File: config.mk
export PLATFORM = sky130hd
export DESIGN_NAME = hsv_centroid
export DESIGN_NICKNAME = d
export VERILOG_FILES = /design/src/rtl/hsv_centroid_pkg.sv /design/src/rtl/hsv_centroid_if.sv /design/src/rtl/hsv_centroid_div.sv /design/src/rtl/hsv_centroid.sv
export SDC_FILE = /design/constraint.sdc
export NUM_CORES = 1
export LEC_CHECK = 0
export BUFFER_PORTS_ARGS = -buffer_cell sky130_fd_sc_hd__buf_2
export CAP_MARGIN = 5
export CORE_MARGIN = 2
export CORE_UTILIZATION = 60
export CTS_CLUSTER_SIZE = 28
export DETAILED_ROUTE_END_ITERATION = 8
export PLACE_DENSITY_LB_ADDON = 0.25
export SLEW_MARGIN = 40
export SYNTH_ARGS = -nofsm -noshare
export SYNTH_HDL_FRONTEND = slang
export SYNTH_SLANG_ARGS = --single-unit
File: constraint.sdc
create_clock -name clock -period 6.2 [get_ports clock]
set_input_delay 1.24 -clock clock [delete_from_list [all_inputs] [get_ports clock]]
set_output_delay 1.24 -clock clock [all_outputs]
set_load 0.03 [all_outputs]
File: src/rtl/hsv_centroid_pkg.sv
// Shared constants, FSM state type and saturating-add helper for the HSV centroid tracker.
package hsv_centroid_pkg;

    localparam int SUM_W     = 30;
    localparam int CNT_W     = 19;
    localparam int DIV_ITERS = 30;
    localparam int ITER_W    = 5;

    typedef enum logic [1:0] {
        ST_ACCUM   = 2'd0,
        ST_DIV_X   = 2'd1,
        ST_DIV_Y   = 2'd2,
        ST_PUBLISH = 2'd3
    } state_e;

    // Adds two sums and pins the result at all-ones instead of wrapping.
    function automatic logic [SUM_W-1:0] sat_add_sum(input logic [SUM_W-1:0] a,
                                                     input logic [SUM_W-1:0] b);
        logic [SUM_W:0] t;
        t = {1'b0, a} + {1'b0, b};
        return t[SUM_W] ? '1 : t[SUM_W-1:0];
    endfunction

endpackage

File: src/rtl/hsv_centroid_if.sv
// Divider request/response bus between the centroid FSM and the shared divider.
//
// Handshake: start is a request that the divider accepts only while busy is 0,
// latching dividend/divisor in that cycle. done is high for exactly one cycle,
// the final iteration cycle; quotient is valid in that same cycle and is
// captured by the requester on that clock edge.
interface hsv_centroid_if import hsv_centroid_pkg::*; #(
    parameter int COORD_W = 10
) ();
    logic               start;
    logic [SUM_W-1:0]   dividend;
    logic [CNT_W-1:0]   divisor;
    logic               busy;
    logic               done;
    logic [COORD_W-1:0] quotient;

    modport master (output start, dividend, divisor, input busy, done, quotient);
    modport slave  (input start, dividend, divisor, output busy, done, quotient);
endinterface

File: src/rtl/hsv_centroid_div.sv
// Unsigned restoring divider: one load cycle, then one quotient bit per cycle.
module centroid_div import hsv_centroid_pkg::*; #(
    parameter int COORD_W = 10
) (
    input  logic          clk_i,
    input  logic          rst_ni,
    hsv_centroid_if.slave div
);

    logic               busy_q, busy_d;
    logic [ITER_W-1:0]  iter_q, iter_d;
    logic [CNT_W-1:0]   rem_q, rem_d;
    logic [SUM_W-1:0]   quo_q, quo_d;
    logic [CNT_W-1:0]   dvsr_q, dvsr_d;
    logic [CNT_W:0]     shifted;

    // Load on start, otherwise shift in the next dividend bit and try a subtract.
    always_comb begin
        busy_d  = busy_q;
        iter_d  = iter_q;
        rem_d   = rem_q;
        quo_d   = quo_q;
        dvsr_d  = dvsr_q;
        shifted = {rem_q, quo_q[SUM_W-1]};
        if (!busy_q) begin
            if (div.start) begin
                busy_d = 1'b1;
                iter_d = ITER_W'(DIV_ITERS);
                rem_d  = '0;
                quo_d  = div.dividend;
                dvsr_d = div.divisor;
            end
        end else begin
            if (shifted >= {1'b0, dvsr_q}) begin
                rem_d = shifted[CNT_W-1:0] - dvsr_q;
                quo_d = {quo_q[SUM_W-2:0], 1'b1};
            end else begin
                rem_d = shifted[CNT_W-1:0];
                quo_d = {quo_q[SUM_W-2:0], 1'b0};
            end
            iter_d = iter_q - ITER_W'(1);
            if (iter_q == ITER_W'(1)) begin
                busy_d = 1'b0;
            end
        end
    end

    // The mean never exceeds the largest coordinate, so truncation loses nothing.
    assign div.busy     = busy_q;
    assign div.done     = busy_q && (iter_q == ITER_W'(1));
    assign div.quotient = quo_d[COORD_W-1:0];

    // Divider state; reset aborts any divide in flight.
    always_ff @(posedge clk_i) begin
        if (!rst_ni) begin
            busy_q <= 1'b0;
            iter_q <= '0;
            rem_q  <= '0;
            quo_q  <= '0;
            dvsr_q <= '0;
        end else begin
            busy_q <= busy_d;
            iter_q <= iter_d;
            rem_q  <= rem_d;
            quo_q  <= quo_d;
            dvsr_q <= dvsr_d;
        end
    end

endmodule

File: src/rtl/hsv_centroid.sv
// HSV colour-window matcher with per-frame centroid of matched pixels.
module hsv_centroid import hsv_centroid_pkg::*; #(
    parameter int COORD_W    = 10,
    parameter int MIN_PIXELS = 64
) (
    input  logic               clock,
    input  logic               reset,
    input  logic [7:0]         h,
    input  logic [7:0]         s,
    input  logic [7:0]         v,
    input  logic               hue_valid,
    input  logic [COORD_W-1:0] x,
    input  logic [COORD_W-1:0] y,
    input  logic               frame_end,
    input  logic [7:0]         h_lo,
    input  logic [7:0]         h_hi,
    input  logic [7:0]         s_min,
    input  logic [7:0]         v_min,
    output logic               mask,
    output logic               mask_valid,
    output logic [COORD_W-1:0] cx,
    output logic [COORD_W-1:0] cy,
    output logic [CNT_W-1:0]   pixel_count,
    output logic               found,
    output logic               result_valid,
    output logic               overrun,
    output logic [1:0]         state_dbg
);

    hsv_centroid_if #(.COORD_W(COORD_W)) div_bus ();

    centroid_div #(.COORD_W(COORD_W)) u_div (
        .clk_i  (clock),
        .rst_ni (reset),
        .div    (div_bus.slave)
    );

    state_e             state_q, state_d;
    logic [SUM_W-1:0]   sum_x_q, sum_x_d, sum_y_q, sum_y_d, sum_x_inc, sum_y_inc;
    logic [CNT_W-1:0]   cnt_q, cnt_d, cnt_inc;
    logic [SUM_W-1:0]   snap_x_q, snap_x_d, snap_y_q, snap_y_d;
    logic [CNT_W-1:0]   snap_cnt_q, snap_cnt_d;
    logic [COORD_W-1:0] xq_q, xq_d, yq_q, yq_d;
    logic [COORD_W-1:0] cx_q, cx_d, cy_q, cy_d;
    logic [CNT_W-1:0]   pcnt_q, pcnt_d;
    logic               found_q, found_d, rv_q, rv_d, ovr_q, ovr_d;
    logic               mask_q, mask_valid_q;
    logic               hue_ok, hit;

    // A low-to-high window is a plain range; a high-to-low window wraps through 0.
    assign hue_ok = (h_lo <= h_hi) ? ((h >= h_lo) && (h <= h_hi))
                                   : ((h >= h_lo) || (h <= h_hi));
    assign hit    = hue_valid && hue_ok && (s >= s_min) && (v >= v_min);

    // Accumulator values including this cycle's pixel, so a pixel on frame_end joins the closing frame.
    assign sum_x_inc = hit ? sat_add_sum(sum_x_q, SUM_W'(x)) : sum_x_q;
    assign sum_y_inc = hit ? sat_add_sum(sum_y_q, SUM_W'(y)) : sum_y_q;
    assign cnt_inc   = (hit && (cnt_q != '1)) ? cnt_q + CNT_W'(1) : cnt_q;

    assign div_bus.start    = ((state_q == ST_DIV_X) || (state_q == ST_DIV_Y)) && !div_bus.busy;
    assign div_bus.dividend = (state_q == ST_DIV_Y) ? snap_y_q : snap_x_q;
    assign div_bus.divisor  = snap_cnt_q;

    // Frame sequencing: snapshot on frame_end, divide X then Y, publish; accumulation never pauses.
    always_comb begin
        state_d    = state_q;
        snap_x_d   = snap_x_q;
        snap_y_d   = snap_y_q;
        snap_cnt_d = snap_cnt_q;
        xq_d       = xq_q;
        yq_d       = yq_q;
        cx_d       = cx_q;
        cy_d       = cy_q;
        pcnt_d     = pcnt_q;
        found_d    = found_q;
        rv_d       = 1'b0;
        ovr_d      = frame_end && (state_q != ST_ACCUM);
        sum_x_d    = frame_end ? '0 : sum_x_inc;
        sum_y_d    = frame_end ? '0 : sum_y_inc;
        cnt_d      = frame_end ? '0 : cnt_inc;
        case (state_q)
            ST_ACCUM: begin
                if (frame_end) begin
                    snap_x_d   = sum_x_inc;
                    snap_y_d   = sum_y_inc;
                    snap_cnt_d = cnt_inc;
                    state_d    = (cnt_inc >= CNT_W'(MIN_PIXELS)) ? ST_DIV_X : ST_PUBLISH;
                end
            end
            ST_DIV_X: begin
                if (div_bus.done) begin
                    xq_d    = div_bus.quotient;
                    state_d = ST_DIV_Y;
                end
            end
            ST_DIV_Y: begin
                if (div_bus.done) begin
                    yq_d    = div_bus.quotient;
                    state_d = ST_PUBLISH;
                end
            end
            ST_PUBLISH: begin
                pcnt_d  = snap_cnt_q;
                found_d = (snap_cnt_q >= CNT_W'(MIN_PIXELS));
                if (snap_cnt_q >= CNT_W'(MIN_PIXELS)) begin
                    cx_d = xq_q;
                    cy_d = yq_q;
                end
                rv_d    = 1'b1;
                state_d = ST_ACCUM;
            end
            default: state_d = ST_ACCUM;
        endcase
    end

    // All registered state, cleared by the synchronous active-low reset.
    always_ff @(posedge clock) begin
        if (!reset) begin
            state_q      <= ST_ACCUM;
            sum_x_q      <= '0;
            sum_y_q      <= '0;
            cnt_q        <= '0;
            snap_x_q     <= '0;
            snap_y_q     <= '0;
            snap_cnt_q   <= '0;
            xq_q         <= '0;
            yq_q         <= '0;
            cx_q         <= '0;
            cy_q         <= '0;
            pcnt_q       <= '0;
            found_q      <= 1'b0;
            rv_q         <= 1'b0;
            ovr_q        <= 1'b0;
            mask_q       <= 1'b0;
            mask_valid_q <= 1'b0;
        end else begin
            state_q      <= state_d;
            sum_x_q      <= sum_x_d;
            sum_y_q      <= sum_y_d;
            cnt_q        <= cnt_d;
            snap_x_q     <= snap_x_d;
            snap_y_q     <= snap_y_d;
            snap_cnt_q   <= snap_cnt_d;
            xq_q         <= xq_d;
            yq_q         <= yq_d;
            cx_q         <= cx_d;
            cy_q         <= cy_d;
            pcnt_q       <= pcnt_d;
            found_q      <= found_d;
            rv_q         <= rv_d;
            ovr_q        <= ovr_d;
            mask_q       <= hit;
            mask_valid_q <= hue_valid;
        end
    end

    assign mask         = mask_q;
    assign mask_valid   = mask_valid_q;
    assign cx           = cx_q;
    assign cy           = cy_q;
    assign pixel_count  = pcnt_q;
    assign found        = found_q;
    assign result_valid = rv_q;
    assign overrun      = ovr_q;
    assign state_dbg    = state_q;

endmodule

==> reports/results.ini, run 1 <==
[placed_design]
port_buffers=125
placedCellCount=2096
hpwlAfterDp_mm=25.0
place.gp.congestion=0.864

[worst_hold_path]
number_of_instances_on_the_worst_hold_path=2
hp-class=reg -> reg
worstHoldEndpoint=u_div.dvsr_q[9]
worst_hold_startpoint=u_div.dvsr_q[9]

[pwr]
clockPowerShare=0.271
sw_ratio=0.363
power.combinational.fraction=0.377
power.sequential.fraction=0.352
power-per-cell-area_nw_per_um2=400
net_sw_power_uw=2400
cell_internal_power_dissipation_uw=4210
power.static_leakage_uw=0.00644
max-vdd-ir-drop_v=0.000364

[setup_path]
worst_ep_required_time_ps=6690
crit-reg2reg-capture=snap_x_q[20]
critical_path_class=in -> reg
crit_arrival_ps=4580
r2r_setup_slack_ps=2530
startpoint_type=input pin
critPathCaptureType=flop
crit_fanout=17
critical_path.reg2reg.startpoint=sum_x_q[0]
worstRegToRegCells=12

[routing]
detailroute.via_count=12600
avgRoutedWirePerCell_um=16.4
totalWireLength_mm=35.3
drt_pass_1_iters=5
drtIter0Drc=955
drc=0
routed_via_density=5.85
drtAntennaViolNets=0

[synthesis]
postSynthAreaPerCell_um2=8.50
synth_area_um2=14700
yosysSeqAreaShare=0.405
post_synth_inst_count=1733
synth_cell_types=71
yosysWarnings=0
ys_seq_elements=298
count_of_flip_flops_with_a_built_in_enable_after_synthesis=0
syn_nets=1902
synth_async_sr_flop_share=0
synth_ff_type=sky130_fd_sc_hd__dfxtp_1

[floorplanning]
placement_rows=57
io_pins=126
die_height_um=161
die_area_um2=25800
core_ar_um2=24200
die_w_um=161
initial_core_util=0.609

[timing]
finalSetupViolations=0
maxSlewHeadroom=0.440
worst_pin_slew_ps=838
timing.final.max_slew_violations=0
rsz_0062_raised_after_global_routing=no
report.final.hold_viol_count=0
final.setup.tns_ps=0
period_share=0.660
finalClockSkew_ps=16.9
final.min_clock_period_ps=4090
maximum_clock_frequency_ghz=0.244

[clock_network]
clock_sink_count=298
cts_inserted_buffers=30
post_cts.repair.setup_buffers=0
clock_tree_from_tritoncts=built
cts_max_path_buffers=3
clock_tree.root_cell=sky130_fd_sc_hd__clkbuf_16
clk_transition_reported_paths_ps=60
worstSkewPairLatency_ps=560
cts_htree_levels=1
cts-resized-gates=0
number_of_buffers_inserted_by_hold_repair_at_cts=0

[layout]
layout_overhead_on_the_synthesized_area_pct=12.1
layout_cell_share_with_drive_strength_beyond_1=0.124
final_net_count=1973
number_of_fillers_in_the_final_layout=1931
final-instance-count-excl-fill=2149

[run_status]
outcome=complete, no violations

[grt]
antenna_violations_before_repair=1
via_count_of_the_first_global_routing_pass=11900
grtUsageTotal=0.271
grt_max_degree=97
grt.overflow.total=0
grt_first_pass_wirelength_mm=58.4

[flow_run]
max_cap_violations=0

[cells by family after synthesis]
| logic type | Yosys count | synth area share |
|---|---|---|
| compound gates | 452 | 0.192 |
| xor+xnor | 76 | 0.0452 |
| fa+ha+maj | 91 | 0.0787 |
| buf+inv | 187 | 0.0491 |
| flops | 298 | 0.405 |
| mux | 92 | 0.0625 |
| simple gates | 537 | 0.167 |
[placed cells by master, fill, tap and decap left out, drive strengths merged, types with 9 or more instances in the layout]
master	n
xnor2	44
o211ai	13
xor2	32
nand4	18
o31ai	10
nand2	127
a21o	9
clkbuf	39
ha	86
o22ai	9
clkinv	9
nand3	46
a21oi	159
o21a	9
dfxtp	298
a31oi	25
buf	138
o21ai	102
nor2	231
and3	29
mux2i	92
and2	16
a31o	9
a211oi	67
nor2b	10
nor3	23
inv	88
[worst max-delay path by stage]
stage               slack, ps  cells past startpoint           end     from
finish                   2110                     13  snap_x_q[20]     x[0]
global route             1780                     13  snap_x_q[20]     x[0]
CTS                      2150                     13  snap_x_q[20]     x[0]
detailed placement       1600                     13  snap_x_q[27]     x[0]
global placement         1670                     11   snap_x_q[0]     h[2]
floorplan                2440                     11  state_dbg[1]  h_hi[2]
[per-layer routing]
metal	track usage	share of wire	wire [um]
met2	0.440	0.45	15900
met4	0.0692	0.020	698
met3	0.0343	0.066	2320
met5	0	0	0
met1	0.383	0.46	16400
[Yosys cell counts, drive strengths merged (23+ instances only)]
library cell | instances | area (um^2)
nor3 | 23 | 115
a21oi | 159 | 803
ha | 86 | 1080
o21ai | 102 | 510
clkbuf | 76 | 285
buf | 23 | 108
and3 | 29 | 188
nor2 | 231 | 867
inv | 88 | 330
dfxtp | 298 | 5970
a211oi | 67 | 516
nand3 | 46 | 230
a31oi | 25 | 156
xor2 | 32 | 280
nand2 | 127 | 477
mux2i | 92 | 921
xnor2 | 44 | 385
[power by group through the flow]
stage / Combinational (uW) / Sequential [uW] / Clock [uW]
floorplan: 2000 / 2330 / 0
global placement: 2480 / 2360 / 0
detailed placement: 2470 / 2360 / 0
CTS: 2490 / 2320 / 1810
global route: 2790 / 2350 / 1900
finish: 2490 / 2330 / 1790
[final cells by class]
| cell class | count | area (um^2) | share of cell area |
|---|---|---|---|
| diodes | 1 | 2.50 | 0.000151 |
| flip-flops and latches | 298 | 5970 | 0.361 |
| clock inverters | 13 | 154 | 0.00932 |
| repair buffers | 138 | 727 | 0.0440 |
| clock buffers | 39 | 815 | 0.0493 |
| multi-input cells | 1248 | 8120 | 0.491 |
| inverters | 88 | 333 | 0.0201 |
| well taps | 324 | 405 | 0.0245 |
[sequential cells by signal, summed over array words and instances (netlist names)]
signal           count
cnt_q               19
cx                  10
cy                  10
div_bus.divisor     19
found                1
mask                 1
mask_valid           1
overrun              1
pixel_count         19
result_valid         1
snap_x_q            30
snap_y_q            30
state_dbg            2
sum_x_q             30
sum_y_q             30
u_div.div.busy       1
u_div.dvsr_q        19
u_div.iter_q         5
u_div.quo_q         30
u_div.rem_q         19
xq_q                10
yq_q                10
[worst max-delay path, cell delays in order]
cell	delay (ps)
sky130_fd_sc_hd__buf_2	80
sky130_fd_sc_hd__ha_1	160
sky130_fd_sc_hd__inv_1	50
sky130_fd_sc_hd__fa_1	390
sky130_fd_sc_hd__nor2b_1	120
sky130_fd_sc_hd__o21ai_0	100
sky130_fd_sc_hd__a21boi_0	290
sky130_fd_sc_hd__o21ai_0	180
sky130_fd_sc_hd__a211o_1	420
sky130_fd_sc_hd__a211oi_4	670
sky130_fd_sc_hd__and2_1	400
sky130_fd_sc_hd__nor2_1	270
sky130_fd_sc_hd__a21oi_1	210
[per-stage QoR]
stage          hold slack, ps  setup slack (ps)  instance area, um^2  utilization  power [uW]
5_1_grt                   472              1780                16500        0.683        7040
4_1_cts                   458              2150                16500        0.683        6620
3_3_place_gp              444              1670                15500        0.641        4840
2_1_floorplan             431              2440                14700            -        4330
3_5_place_dp              449              1600                15500        0.643        4830
6_report                  455              2110                16500        0.683        6610
Power figures use the tool's default switching activity.
==> inputs of run 2 (changes only) <==
==> constraint.sdc (replaced) <==
create_clock -name clock -period 4.09 [get_ports clock]
set_input_delay 0.818 -clock clock [delete_from_list [all_inputs] [get_ports clock]]
set_output_delay 0.818 -clock clock [all_outputs]
set_load 0.03 [all_outputs]
==> reports/results.ini, run 2 (synthesis results as in run 1) <==
[routing]
avgRoutedWirePerCell_um=16.2  ; was 16.4 um
drt_pass_1_iters=7  ; was 5
detailroute.via_count=12700  ; was 12600
routed_via_density=5.84  ; was 5.85
drtIter0Drc=1151  ; was 955
drtAntennaViolNets=0  ; unchanged
totalWireLength_mm=35.0  ; was 35.3 mm
drc=0  ; unchanged

[timing]
worst_pin_slew_ps=691  ; was 838 ps
finalClockSkew_ps=22.2  ; was 16.9 ps
period_share=0.786
maximum_clock_frequency_ghz=0.311
rsz_0062_raised_after_global_routing=no  ; unchanged
maxSlewHeadroom=0.538  ; was 0.440
holdWs_ps=453  ; was 455 ps
final.setup.tns_ps=0  ; unchanged
timing.final.max_slew_violations=0  ; unchanged
finalSetupViolations=0  ; unchanged
report.final.hold_viol_count=0  ; unchanged
final.min_clock_period_ps=3220

[layout]
finish.utilization=0.688  ; was 0.683
final_area_um2=16600  ; was 16500 um^2
final_net_count=1986  ; was 1973
final_cell_mix=sky130_fd_sc_hd__dfxtp_1, sky130_fd_sc_hd__nor2_1, sky130_fd_sc_hd__a21oi_1  ; unchanged
layout_overhead_on_the_synthesized_area_pct=12.9  ; was 12.1%
number_of_fillers_in_the_final_layout=1919  ; was 1931
layout_cell_share_with_drive_strength_beyond_1=0.131  ; was 0.124
mostFrequentLayoutCell=sky130_fd_sc_hd__dfxtp_1  ; unchanged

[flow_run]
max_cap_violations=0  ; unchanged

[pwr]
sw_ratio=0.367  ; was 0.363
net_sw_power_uw=3710  ; was 2400 uW
power-per-cell-area_nw_per_um2=606  ; was 400 nW/um^2
power.static_leakage_uw=0.00651  ; was 0.00644 uW
cell_internal_power_dissipation_uw=6380  ; was 4210 uW
power.combinational.fraction=0.376  ; was 0.377
clockPowerShare=0.271  ; about the same
max-vdd-ir-drop_v=0.000560  ; was 0.000364 V
power.sequential.fraction=0.353  ; was 0.352

[clock_network]
worstSkewPairLatency_ps=560  ; about the same
post_cts.repair.setup_buffers=0  ; unchanged
cts_inserted_buffers=30  ; unchanged
clock_tree_from_tritoncts=built  ; unchanged
number_of_buffers_inserted_by_hold_repair_at_cts=0  ; unchanged
cts_max_path_buffers=3  ; unchanged
clock_tree.root_cell=sky130_fd_sc_hd__clkbuf_16  ; unchanged
clock_sink_count=298  ; unchanged
cts_htree_levels=1  ; unchanged
clk_transition_reported_paths_ps=60  ; about the same
cts-resized-gates=0  ; unchanged

[setup_path]
crit_fanout=10  ; was 17
worstRegToRegCells=13  ; was 12
critical_path_class=reg -> reg  ; was in -> reg
r2r_setup_slack_ps=870  ; was 2530 ps
crit-reg2reg-capture=snap_x_q[16]  ; was snap_x_q[20]
startpoint_type=flop  ; was input pin
crit_arrival_ps=3650  ; was 4580 ps
critPathCaptureType=flop  ; unchanged
critical_path.reg2reg.startpoint=sum_x_q[0]  ; unchanged
worst_ep_required_time_ps=4520  ; was 6690 ps

[floorplanning]
die_area_um2=25800  ; unchanged
die_height_um=161  ; unchanged
core_ar_um2=24200  ; unchanged
io_pins=126  ; unchanged
placement_rows=57  ; unchanged
initial_core_util=0.609  ; unchanged
die_w_um=161  ; unchanged

[worst_hold_path]
worstHoldEndpoint=snap_x_q[10]  ; was u_div.dvsr_q[9]
number_of_instances_on_the_worst_hold_path=2  ; unchanged
worst_hold_startpoint=snap_x_q[10]  ; was u_div.dvsr_q[9]
hp-class=reg -> reg  ; unchanged

[grt]
grt_max_degree=66  ; was 97
via_count_of_the_first_global_routing_pass=11700  ; was 11900
antenna_violations_before_repair=0  ; was 1
grt.overflow.total=0  ; unchanged
grtUsageTotal=0.265  ; was 0.271
grt_first_pass_wirelength_mm=57.1  ; was 58.4 mm

[placed_design]
placed_cell_area_um2=15600  ; was 15500 um^2
port_buffers=125  ; unchanged
hpwlAfterDp_mm=25.1  ; was 25.0 mm
place.gp.congestion=0.907  ; was 0.864

[run_status]
outcome=complete, no violations  ; unchanged

## run 2: cell count changes in the layout (fill, tap and decap cells not counted), moves of 2 or more
cell,delta
sky130_fd_sc_hd__buf_12,+2
sky130_fd_sc_hd__clkinv_4,+2
sky130_fd_sc_hd__clkinv_2,-2
sky130_fd_sc_hd__buf_4,+12
sky130_fd_sc_hd__clkbuf_8,+2
sky130_fd_sc_hd__inv_6,+2
## run 2: power groups by stage
stage                     clock (uW)  sequential, uW  combinational, uW
after detailed placement           0            3620               3740
after floorplan                    0            3520               3040
final                           2730            3570               3790
after global routing            2890            3610               4190
after global placement             0            3600               3630
after CTS                       2770            3560               3770
## run 2: layout make-up
type | count | area [um^2] | share of cell area
multi-input combinational | 1248 | 8090 | 0.486
sequential | 298 | 5970 | 0.359
timing repair buffer | 151 | 846 | 0.0508
clock buffer | 40 | 838 | 0.0504
tap | 324 | 405 | 0.0244
inverter | 88 | 333 | 0.0200
clock inverter | 15 | 156 | 0.00940
antenna | 1 | 2.50 | 0.000150
## run 2: worst max-delay path by stage
| stage | start | endpoint | slack (ps) | cells past startpoint |
|---|---|---|---|---|
| 2_1_floorplan | h_hi[2] | state_dbg[1] | 750 | 11 |
| 3_3_place_gp | x[1] | sum_x_q[23] | 480 | 11 |
| 3_5_place_dp | x[0] | snap_x_q[18] | 400 | 14 |
| 4_1_cts | u_div.quo_q[29] | u_div.rem_q[1] | 870 | 13 |
| 5_1_grt | sum_x_q[0] | snap_x_q[18] | 640 | 13 |
| 6_report | sum_x_q[0] | snap_x_q[16] | 870 | 13 |
## run 2: metal layers
layer,GRT usage,wire [um]
met2,0.428,15700
met4,0.0614,544
met3,0.0362,2220
met1,0.377,16600
met5,0,0
## run 2: per-stage QoR
step | setup WS, ps | power [uW] | cells
final | 873 | 10100 | 2165
after global routing | 644 | 10700 | 2164
after CTS | 869 | 10100 | 2164
after detailed placement | 395 | 7350 | 2109
after global placement | 476 | 7230 | 2109
after floorplan | 754 | 6560 | 1733
## run 2: worst max-delay path, cell delays in order (launching register included)
cell	delay, ps
sky130_fd_sc_hd__dfxtp_1	350
sky130_fd_sc_hd__ha_1	170
sky130_fd_sc_hd__inv_1	50
sky130_fd_sc_hd__fa_1	400
sky130_fd_sc_hd__nor2b_1	120
sky130_fd_sc_hd__o21ai_0	100
sky130_fd_sc_hd__a21boi_0	260
sky130_fd_sc_hd__o21ai_0	180
sky130_fd_sc_hd__a211o_1	410
sky130_fd_sc_hd__a211oi_4	410
sky130_fd_sc_hd__buf_4	240
sky130_fd_sc_hd__nand4_1	100
sky130_fd_sc_hd__a21oi_1	200
sky130_fd_sc_hd__a21oi_1	90
==> inputs of run 3 (changes only) <==
--- a/config.mk
+++ b/config.mk
@@ -5,6 +5,7 @@
 export SDC_FILE = /design/constraint.sdc
 export NUM_CORES = 1
 export LEC_CHECK = 0
+export ABC_AREA = 1
 export BUFFER_PORTS_ARGS = -buffer_cell sky130_fd_sc_hd__buf_2
 export CAP_MARGIN = 5
 export CORE_MARGIN = 2
==> constraint.sdc (replaced) <==
create_clock -name clock -period 3.3 [get_ports clock]
set_input_delay 0.66 -clock clock [delete_from_list [all_inputs] [get_ports clock]]
set_output_delay 0.66 -clock clock [all_outputs]
set_load 0.03 [all_outputs]
==> reports/results.ini, run 3 <==
[pwr]
power-per-cell-area_nw_per_um2=681  ; was 606 nW/um^2
power.static_leakage_uw=0.00820  ; was 0.00651 uW
max-vdd-ir-drop_v=0.000518  ; was 0.000560 V

[clock_network]
clock_tree.root_cell=sky130_fd_sc_hd__clkbuf_16  ; unchanged
cts-resized-gates=0  ; unchanged
cts_max_path_buffers=3  ; unchanged
clock_tree_from_tritoncts=built  ; unchanged
clk_transition_reported_paths_ps=70  ; was 60 ps
worstSkewPairLatency_ps=570  ; was 560 ps
cts_htree_levels=1  ; unchanged
cts_inserted_buffers=30  ; unchanged
number_of_buffers_inserted_by_hold_repair_at_cts=0  ; unchanged
post_cts.repair.setup_buffers=0  ; unchanged
clock_sink_count=298  ; unchanged

[setup_path]
worst_ep_required_time_ps=3720  ; was 4520 ps
critical_path.n_buffers_inverters=2  ; unchanged
critical_path.cell_chain=inv_1 -> ha_1 -> fa_1 -> o21ai_2 -> nand2_1 -> nand3_2 -> nand2_1 -> nand2_2 -> nand2_1 -> nand2_2 -> nand2_1 -> nand2_2 -> o21ai_2 -> nand2_2 -> buf_4 -> nand2_1 -> o211ai_1 -> a21oi_1  ; was ha_1 -> inv_1 -> fa_1 -> nor2b_1 -> o21ai_0 -> a21boi_0 -> o21ai_0 -> a211o_1 -> a211oi_4 -> buf_4 -> nand4_1 -> a21oi_1 -> a21oi_1
critical_path.top_delay_family=simple AND/OR/NAND/NOR gates  ; was compound AO/OA/AOI/OAI gates
worstRegToRegCells=18  ; was 13
startpoint_type=flop  ; unchanged
critical_path.reg2reg.startpoint=u_div.quo_q[29]  ; was sum_x_q[0]
critPathCaptureType=flop  ; unchanged
critical_path_class=reg -> reg  ; unchanged
critPathSlowestCell=sky130_fd_sc_hd__fa_1  ; was sky130_fd_sc_hd__a211o_1
crit-reg2reg-capture=u_div.rem_q[1]  ; was snap_x_q[16]
cpPeakStageDelay_ps=440  ; was 410 ps
crit_top_cell=sky130_fd_sc_hd__nand2_1
crit_fanout=21  ; was 10
r2r_setup_slack_ps=350  ; was 870 ps
crit_arrival_ps=3370  ; was 3650 ps

[routing]
totalWireLength_mm=41.5  ; was 35.0 mm
drtAntennaViolNets=0  ; unchanged
avgRoutedWirePerCell_um=15.3  ; was 16.2 um
drt_pass_1_iters=6  ; was 7
drc=0  ; unchanged
drtIter0Drc=1299  ; was 1151
detailroute.via_count=15200  ; was 12700
routed_via_density=5.60  ; was 5.84

[synthesis]
area_share_of_the_leading_cell_type_in_the_synthesized_netlist=0.368  ; was 0.405
synth_area_um2=16200  ; was 14700 um^2
yosysWarnings=0  ; unchanged
postSynthAreaPerCell_um2=7.16  ; was 8.50 um^2
synth_top_cell_by_area=sky130_fd_sc_hd__dfxtp_1  ; unchanged
synthTopCellsByArea=sky130_fd_sc_hd__dfxtp_1, sky130_fd_sc_hd__nand2_1, sky130_fd_sc_hd__inv_1  ; was sky130_fd_sc_hd__dfxtp_1, sky130_fd_sc_hd__ha_1, sky130_fd_sc_hd__mux2i_1
post_synth_inst_count=2266  ; was 1733
ys_seq_elements=298  ; unchanged
count_of_flip_flops_with_a_built_in_enable_after_synthesis=0  ; unchanged
synth_ff_type=sky130_fd_sc_hd__dfxtp_1  ; unchanged
syn_nets=2435  ; was 1902
synthTopCellsByCount=sky130_fd_sc_hd__nand2_1, sky130_fd_sc_hd__inv_1, sky130_fd_sc_hd__dfxtp_1, sky130_fd_sc_hd__nor2_1, sky130_fd_sc_hd__a21oi_1  ; was sky130_fd_sc_hd__dfxtp_1, sky130_fd_sc_hd__nor2_1, sky130_fd_sc_hd__a21oi_1, sky130_fd_sc_hd__nand2_1, sky130_fd_sc_hd__o21ai_0
yosysMostFrequentCell=sky130_fd_sc_hd__nand2_1  ; was sky130_fd_sc_hd__dfxtp_1
synth_cell_types=57  ; was 71
yosysSeqAreaShare=0.368  ; was 0.405
synth_async_sr_flop_share=0  ; unchanged

[worst_hold_path]
worstHoldEndpoint=mask_valid  ; was snap_x_q[10]
hp-class=in -> reg  ; was reg -> reg
number_of_instances_on_the_worst_hold_path=3  ; was 2
worst_hold_startpoint=hue_valid  ; was snap_x_q[10]

[timing]
final.setup.tns_ps=0  ; unchanged
final.min_clock_period_ps=2950  ; was 3220 ps
maxSlewHeadroom=0.464  ; was 0.538
finalSetupViolations=0  ; unchanged
maximum_clock_frequency_ghz=0.339  ; was 0.311 GHz
report.final.hold_viol_count=0  ; unchanged
timing.final.max_slew_violations=0  ; unchanged
period_share=0.894  ; was 0.786
worst_pin_slew_ps=803  ; was 691 ps
finalClockSkew_ps=23.8  ; was 22.2 ps
rsz_0062_raised_after_global_routing=no  ; unchanged

[layout]
layout_overhead_on_the_synthesized_area_pct=11.2  ; was 12.9%
final_cell_mix=sky130_fd_sc_hd__nand2_1, sky130_fd_sc_hd__inv_1, sky130_fd_sc_hd__dfxtp_1  ; was sky130_fd_sc_hd__dfxtp_1, sky130_fd_sc_hd__nor2_1, sky130_fd_sc_hd__a21oi_1
total_inserted_antenna_cells=0  ; was 1
layout_cell_share_with_drive_strength_beyond_1=0.116  ; was 0.131
number_of_fillers_in_the_final_layout=2344  ; was 1919
mostFrequentLayoutCell=sky130_fd_sc_hd__nand2_1  ; was sky130_fd_sc_hd__dfxtp_1
final_area_um2=18000  ; was 16600 um^2
final_net_count=2515  ; was 1986

[run_status]
outcome=complete, no violations  ; unchanged

[floorplanning]
core_ar_um2=26700  ; was 24200 um^2
die_area_um2=28400  ; was 25800 um^2
io_pins=126  ; unchanged
placement_rows=60  ; was 57
die_height_um=168  ; was 161 um
die_w_um=168  ; was 161 um
initial_core_util=0.607  ; was 0.609

[grt]
grtUsageTotal=0.290  ; was 0.265
antenna_violations_before_repair=0  ; unchanged
grt.overflow.total=0  ; unchanged
grt_max_degree=97  ; was 66
via_count_of_the_first_global_routing_pass=14300  ; was 11700
grt_first_pass_wirelength_mm=68.9  ; was 57.1 mm

[placed_design]
hpwlAfterDp_mm=30.3  ; was 25.1 mm
place.gp.congestion=0.970  ; was 0.907
port_buffers=125  ; unchanged
placed_cell_area_um2=17100  ; was 15600 um^2

[flow_run]
max_cap_violations=0  ; unchanged

==> run 3: worst reg2reg max path, stage by stage, from the launching register on <==
cell                       delay, ps
sky130_fd_sc_hd__dfxtp_1         370
sky130_fd_sc_hd__inv_1            70
sky130_fd_sc_hd__ha_1            230
sky130_fd_sc_hd__fa_1            440
sky130_fd_sc_hd__o21ai_2         220
sky130_fd_sc_hd__nand2_1          90
sky130_fd_sc_hd__nand3_2          90
sky130_fd_sc_hd__nand2_1          80
sky130_fd_sc_hd__nand2_2          80
sky130_fd_sc_hd__nand2_1          60
sky130_fd_sc_hd__nand2_2          70
sky130_fd_sc_hd__nand2_1          60
sky130_fd_sc_hd__nand2_2          80
sky130_fd_sc_hd__o21ai_2          60
sky130_fd_sc_hd__nand2_2         230
sky130_fd_sc_hd__buf_4           300
sky130_fd_sc_hd__nand2_1         100
sky130_fd_sc_hd__o211ai_1        100
sky130_fd_sc_hd__a21oi_1          90
==> run 3: per-stage QoR <==
| step | std cells | hold slack (ps) | utilization | setup slack [ps] | power, uW |
|---|---|---|---|---|---|
| 6_report | 2711 | 313 | 0.675 | 351 | 12300 |
| 2_1_floorplan | 2266 | 435 | - | 518 | 7810 |
| 3_3_place_gp | 2655 | 458 | 0.638 | 268 | 8790 |
| 5_1_grt | 2711 | 339 | 0.675 | 131 | 13000 |
| 3_5_place_dp | 2655 | 461 | 0.638 | 179 | 8890 |
| 4_1_cts | 2711 | 303 | 0.675 | 366 | 12300 |
==> run 3: per-layer routing <==
layer,track usage,part of all wire,vias to the layer above
met5,0,0,-
met4,0.0873,0.029,0
met3,0.0299,0.047,80
met2,0.507,0.48,397
met1,0.378,0.44,7075
li1,-,-,7638
==> run 3: power breakdown <==
| group | internal, uW | total [uW] | switching [uW] |
|---|---|---|---|
| registers | 4250 | 4660 | 412 |
| clock network | 1940 | 3400 | 1460 |
| logic | 1410 | 4230 | 2820 |
| total | 7600 | 12300 | 4690 |
==> run 3: kinds of logic (layout without fill, tap and decap cells) <==
kind of cell | count (synthesis) | in the layout | share of synthesized area
flops | 298 | 298 | 0.368
mux | 1 | 1 | 0.000617
simple gates | 849 | 849 | 0.228
compound gates | 530 | 530 | 0.190
xor+xnor | 75 | 75 | 0.0405
fa+ha+maj | 89 | 89 | 0.0700
buf+inv | 424 | 528 | 0.103
==> run 3: worst max path at each step <==
stage                    startpoint             end  cells after the start
finish              u_div.quo_q[29]  u_div.rem_q[1]                     18
global route        u_div.quo_q[29]  u_div.rem_q[2]                     18
CTS                 u_div.quo_q[29]  u_div.rem_q[1]                     18
detailed placement             y[0]     snap_y_q[6]                     18
global placement               y[0]    snap_y_q[16]                     16
floorplan                      y[0]    snap_y_q[16]                     15
==> run 3: area by class of cell <==
class	count	area, um^2	share of cell area
Inverter	319	1200	0.0665
Clock buffer	40	838	0.0465
Multi-Input combinational cell	1544	8580	0.476
Tap cell	341	427	0.0236
Sequential cell	298	5970	0.331
Clock inverter	16	148	0.00818
Timing Repair Buffer	153	880	0.0487
